<file path="src/rtl/sreg_rx_if.sv">
// Bundle of the serial-in link and the parallel-word handshake of sreg_rx.
// The master side drives the strobes and ack/clr_ovr, and the slave side (the
// receiver) drives the assembled word and its status.
interface sreg_rx_if #(
    parameter int WIDTH = 16,
    parameter int CW    = 5
);
    logic             sft;
    logic             sin;
    logic             sync;
    logic             ack;
    logic             clr_ovr;
    logic [WIDTH-1:0] dout;
    logic             dout_valid;
    logic             overrun;
    logic [CW-1:0]    bcnt;

    modport master (
        output sft, sin, sync, ack, clr_ovr,
        input  dout, dout_valid, overrun, bcnt
    );

    modport slave (
        input  sft, sin, sync, ack, clr_ovr,
        output dout, dout_valid, overrun, bcnt
    );
endinterface

</file>
<file path="src/rtl/sreg_rx.sv">
// Serial-in, parallel-out word receiver for the MSB-first left-shift link.
// It collects WIDTH bits on shift strobes and presents each finished word with
// a valid/ack handshake. A word that completes while the previous one is still
// unacknowledged is dropped, and the sticky overrun flag is raised.
//
// Handshake: dout is meaningful while dout_valid=1. The consumer takes the word
// by raising ack on any edge where dout_valid=1, and dout_valid drops on that
// edge unless a new word completes on the same edge. If it does, the new word
// replaces the old one and dout_valid stays high. An ack while dout_valid=0 has
// no effect. dout is never cleared by ack; it only changes when a word is
// delivered or on reset.
module sreg_rx #(
    parameter int WIDTH = 16,
    parameter int CW    = 5
) (
    input  logic       clk,
    input  logic       reset,
    sreg_rx_if.slave   bus
);
    typedef enum logic {
        EMPTY = 1'b0,
        FULL  = 1'b1
    } hs_state_t;

    hs_state_t        state, state_next;
    logic [WIDTH-1:0] sr;
    logic [WIDTH-1:0] sr_shifted;
    logic [WIDTH-1:0] dout_q;
    logic [CW-1:0]    bcnt_q;
    logic             overrun_q;
    logic             wc;
    logic             load;
    logic             drop;

    // Word the shift register would hold after this strobe, and the
    // completion condition. A sync never completes a word.
    assign sr_shifted = {sr[WIDTH-2:0], bus.sin};
    assign wc         = bus.sft && !bus.sync && (bcnt_q == CW'(WIDTH - 1));

    // Shift register and bit counter. A sync restarts the frame, and a sync
    // that arrives with a strobe keeps its bit as the first bit of the new word.
    always_ff @(posedge clk) begin
        if (reset) begin
            sr     <= '0;
            bcnt_q <= '0;
        end else if (bus.sync) begin
            if (bus.sft) begin
                sr     <= {{(WIDTH-1){1'b0}}, bus.sin};
                bcnt_q <= CW'(1);
            end else begin
                sr     <= '0;
                bcnt_q <= '0;
            end
        end else if (bus.sft) begin
            sr     <= sr_shifted;
            bcnt_q <= wc ? '0 : bcnt_q + CW'(1);
        end
    end

    // Handshake state register.
    always_ff @(posedge clk) begin
        if (reset) begin
            state <= EMPTY;
        end else begin
            state <= state_next;
        end
    end

    // Next handshake state, and whether a finished word is delivered or dropped.
    always_comb begin
        state_next = state;
        load       = 1'b0;
        drop       = 1'b0;
        case (state)
            EMPTY: begin
                if (wc) begin
                    load       = 1'b1;
                    state_next = FULL;
                end
            end
            FULL: begin
                if (wc) begin
                    if (bus.ack) begin
                        load = 1'b1;
                    end else begin
                        drop = 1'b1;
                    end
                end else if (bus.ack) begin
                    state_next = EMPTY;
                end
            end
            default: state_next = EMPTY;
        endcase
    end

    // Output word register. It is loaded only with a delivered word.
    always_ff @(posedge clk) begin
        if (reset) begin
            dout_q <= '0;
        end else if (load) begin
            dout_q <= sr_shifted;
        end
    end

    // Sticky overrun flag. A new drop takes priority over clr_ovr.
    always_ff @(posedge clk) begin
        if (reset) begin
            overrun_q <= 1'b0;
        end else if (drop) begin
            overrun_q <= 1'b1;
        end else if (bus.clr_ovr) begin
            overrun_q <= 1'b0;
        end
    end

    assign bus.dout       = dout_q;
    assign bus.dout_valid = (state == FULL);
    assign bus.overrun    = overrun_q;
    assign bus.bcnt       = bcnt_q;
endmodule

</file>
<file path="src/flat_wrapper.sv">
// flat-port wrapper written by rule: the top's interface ports become plain ports
module sreg_rx_flat 
#(
    parameter int WIDTH = 16,
    parameter int CW    = 5
)
  (clk, reset, bus_sft, bus_sin, bus_sync, bus_ack, bus_clr_ovr, bus_dout, bus_dout_valid, bus_overrun, bus_bcnt);
  sreg_rx_if #(.WIDTH(WIDTH), .CW(CW)) bus_i ();
  input  logic clk;
  input  logic reset;
  input wire logic [$bits(bus_i.sft)-1:0] bus_sft;
  input wire logic [$bits(bus_i.sin)-1:0] bus_sin;
  input wire logic [$bits(bus_i.sync)-1:0] bus_sync;
  input wire logic [$bits(bus_i.ack)-1:0] bus_ack;
  input wire logic [$bits(bus_i.clr_ovr)-1:0] bus_clr_ovr;
  output wire logic [$bits(bus_i.dout)-1:0] bus_dout;
  output wire logic [$bits(bus_i.dout_valid)-1:0] bus_dout_valid;
  output wire logic [$bits(bus_i.overrun)-1:0] bus_overrun;
  output wire logic [$bits(bus_i.bcnt)-1:0] bus_bcnt;
  assign bus_i.sft = bus_sft;
  assign bus_i.sin = bus_sin;
  assign bus_i.sync = bus_sync;
  assign bus_i.ack = bus_ack;
  assign bus_i.clr_ovr = bus_clr_ovr;
  assign bus_dout = bus_i.dout;
  assign bus_dout_valid = bus_i.dout_valid;
  assign bus_overrun = bus_i.overrun;
  assign bus_bcnt = bus_i.bcnt;
  sreg_rx #(.WIDTH(WIDTH), .CW(CW)) u_core (.clk(clk), .reset(reset), .bus(bus_i));
endmodule
</file>
<file path="config.mk">
export PLATFORM = sky130hd
export DESIGN_NAME = sreg_rx_flat
export DESIGN_NICKNAME = d
export VERILOG_FILES = /design/src/rtl/sreg_rx_if.sv /design/src/rtl/sreg_rx.sv /design/src/flat_wrapper.sv
export SDC_FILE = /design/constraint.sdc
export NUM_CORES = 1
export LEC_CHECK = 0
export BUFFER_PORTS_ARGS = -buffer_cell sky130_fd_sc_hd__buf_2
export CORE_MARGIN = 1.5
export CORE_UTILIZATION = 42
export DETAILED_ROUTE_END_ITERATION = 10
export PLACE_DENSITY = 0.67
export SLEW_MARGIN = 10
export SYNTH_ARGS = -nofsm -noshare
export SYNTH_HDL_FRONTEND = slang
export SYNTH_SLANG_ARGS = --single-unit
</file>
<file path="constraint.sdc">
create_clock -name clk -period 2.2 [get_ports clk]
set_input_delay 0.55 -clock clk [delete_from_list [all_inputs] [get_ports clk]]
set_output_delay 0.55 -clock clk [all_outputs]
set_load 0.005 [all_outputs]
</file>
==> out/qor.txt <==
outcome: completed
Setup Buffers After CTS: 0
FF-to-FF End: u_core.bus.dout[15]$_SDFFE_PP0P_
largest net degree at the start of global routing: 38
Mapped Avg Cell Area: 10.3 um^2
Final Util: 0.512
post-synthesis sequential area ratio: 0.484
# placed instances: 223
DRC viols: 0
Critical Path End Type: register
initial DRC count: 38
RSZ-0062 raised after global routing: no
Synth top area share: 0.484
Core Box Area: 3630 um^2
clock-pin slew on the worst setup and hold paths: 70 ps
final hold violations: 0
# IOs: 30
CTS tree: yes
CP required: 2410 ps
critical path class: register to register
Port Buf Inserts: 29
Clock Latency Late Sink: 280 ps
gpl congestion: 0.680
CP max FO: 16
Slew HR: 0.623
Total Power: 1.29 mW
crit path time final: 1680 ps
dpl hpwl: 1.83 mm
achievable frequency: 596 MHz
post-synth net total: 161
Critical Path AT: 1890 ps
Pre-antenna DRT Iters: 4
Critical R2R Launch: u_core.bus.bcnt[0]$_SDFFE_PP0P_
HP Class: register to register
max incr delay on CP: 420 ps
row count: 22
maxcap violations: 0
Startpoint Class: register
FF-to-FF path depth: 5
Hold-fix buffers, CTS: 0
distinct cell type count after synthesis: 25
ranking of synthesized cells by area: dfxtp_1 48%, mux2i_1 19%, nand2b_1 14%
commonest non-fill, non-tap cell in the layout: dfxtp_1
global-route wire length before repair: 4.60 mm
root buf cell: clkbuf_8
setup TNS: 0 ps
Max Root-Sink Buffers: 2
Via Count: 1108
maximum level of the CTS H-tree: 2
Routed Antenna Nets: 0
vias in the first global route: 1048
final-report setup violation count: 0
worst setup margin: 522 ps
wire per inst: 11.5 um
Slew @ Worst Pin: 565 ps
Pleak: 0.757 nW
Num CTS Buffers: 5
DIE WIDTH: 64.1 um
Diodes inserted: 0
fin crit share: 0.763
share of layout cells above drive strength 1: 0.230
Layout Nets: 190
WL final: 2.66 mm
DR vias/cell: 4.80
Mapped Cells: 153
Initial Util: 0.432
Worst Hold Depth: 2
TritonCTS Sinks: 38
P per Cell Area: 692 nW/um^2
most frequent cells in the layout: 38 x dfxtp_1, 34 x nand2b_1, 30 x mux2i_1
Die Ht: 64.1 um
post-CTS sizing: 0
clk_skew: 2.54 ps
Hold Crit Start: u_core.bus.dout[5]$_SDFFE_PP0P_
initial antenna violation count: 0
slowest library cell on the worst path: dfxtp_1
Syn Std Cell Area: 1570 um^2
Die ar.: 4110 um^2
GRT overflow: 0
max-slew violations: 0
synthesized flop and latch total: 38
flop2flop setup slack: 520 ps
cell taking the most area after synthesis: dfxtp_1
Worst VDD drop: 0.000395 V
fin cells: 231
GRT Util Overall: 0.145
critical-path cell list: ha_1, nand4_2, nor4_4, buf_4, mux2i_1
WHS Endpoint: u_core.bus.dout[5]$_SDFFE_PP0P_
area grow syn2layout: 18.5%
Setup WS pre-CTS: 517 ps
Yosys warnings: 0
how the worst max path moves through the flow:
stage / to / slack (ps) / startpoint / depth (start not counted)
global placement: u_core.bus.dout[12]$_SDFFE_PP0P_ / 580 / bus_sft / 5
CTS: u_core.bus.dout[10]$_SDFFE_PP0P_ / 500 / u_core.bus.bcnt[0]$_SDFFE_PP0P_ / 5
global route: u_core.bus.dout[8]$_SDFFE_PP0P_ / 420 / u_core.bus.bcnt[0]$_SDFFE_PP0P_ / 5
detailed placement: u_core.bus.dout[11]$_SDFFE_PP0P_ / 520 / bus_sft / 5
finish: u_core.bus.dout[15]$_SDFFE_PP0P_ / 520 / u_core.bus.bcnt[0]$_SDFFE_PP0P_ / 5
floorplan: u_core.bus.dout[0]$_SDFFE_PP0P_ / 420 / bus_sft / 5
flip-flops by register name (all words and copies together) (netlist names):
signal and count:
u_core.bus.overrun 1, u_core.sr 15, u_core.bus.bcnt 5, u_core.bus.dout_valid 1, u_core.bus.dout 16
metal layers:
metal  share of wire  GRT usage  vias up
li1                -          -      565
met1            0.45      0.158      523
met2            0.50      0.254       18
met3           0.045     0.0581        2
met4          0.0060     0.0479        0
met5               0          0        -
power by group:
group	internal [mW]	switching [mW]	total, mW
Combinational	0.0268	0.0288	0.0556
Clock	0.316	0.220	0.537
Sequential	0.691	0.00367	0.695
cells in the mapped netlist:
| library cell | number |
|---|---|
| a311oi_1 | 1 |
| nand2_1 | 2 |
| xor2_1 | 1 |
| nor3_1 | 2 |
| a21oi_1 | 3 |
| nor4_4 | 1 |
| nor3b_1 | 1 |
| dfxtp_1 | 38 |
| nor2_1 | 17 |
| nand4b_1 | 1 |
| xnor2_1 | 1 |
| nand4_2 | 1 |
| and3_1 | 1 |
| clkbuf_1 | 7 |
| or2_1 | 1 |
| nand2b_1 | 34 |
| buf_6 | 1 |
| buf_2 | 2 |
| mux2i_1 | 30 |
| a41oi_1 | 1 |
| nor2b_1 | 2 |
| ha_1 | 1 |
| nand3_1 | 2 |
| o21ba_1 | 1 |
| or4b_1 | 1 |
cell type report:
type	count	area (um^2)
fillers	357	1770
multi-input cells	105	762
flip-flops and latches	38	761
repair buffers	32	168
clock buffers	8	110
well taps	48	60.1
kinds of logic (layout without fill, tap and decap cells):
family / Yosys count / count (layout) / synth area share
mux: 30 / 30 / 0.191
buf+inv: 10 / 40 / 0.0303
simple gates: 66 / 66 / 0.248
fa+ha+maj: 1 / 1 / 0.00797
flops: 38 / 38 / 0.484
compound gates: 6 / 6 / 0.0271
xor+xnor: 2 / 2 / 0.0112
critical path, delay by kind of cell (launching register included):
family	cells	cell delay [ps]
fa+ha+maj	1	240
buf+inv	1	320
flops	1	420
mux	1	220
simple gates	2	400
per-stage QoR:
stage	hold WS, ps	instance area [um^2]
2_1_floorplan	451	1570
3_3_place_gp	458	1750
3_5_place_dp	459	1750
4_1_cts	474	1860
5_1_grt	496	1860
6_report	470	1860
No activity file was read; power rests on OpenSTA's default activity.
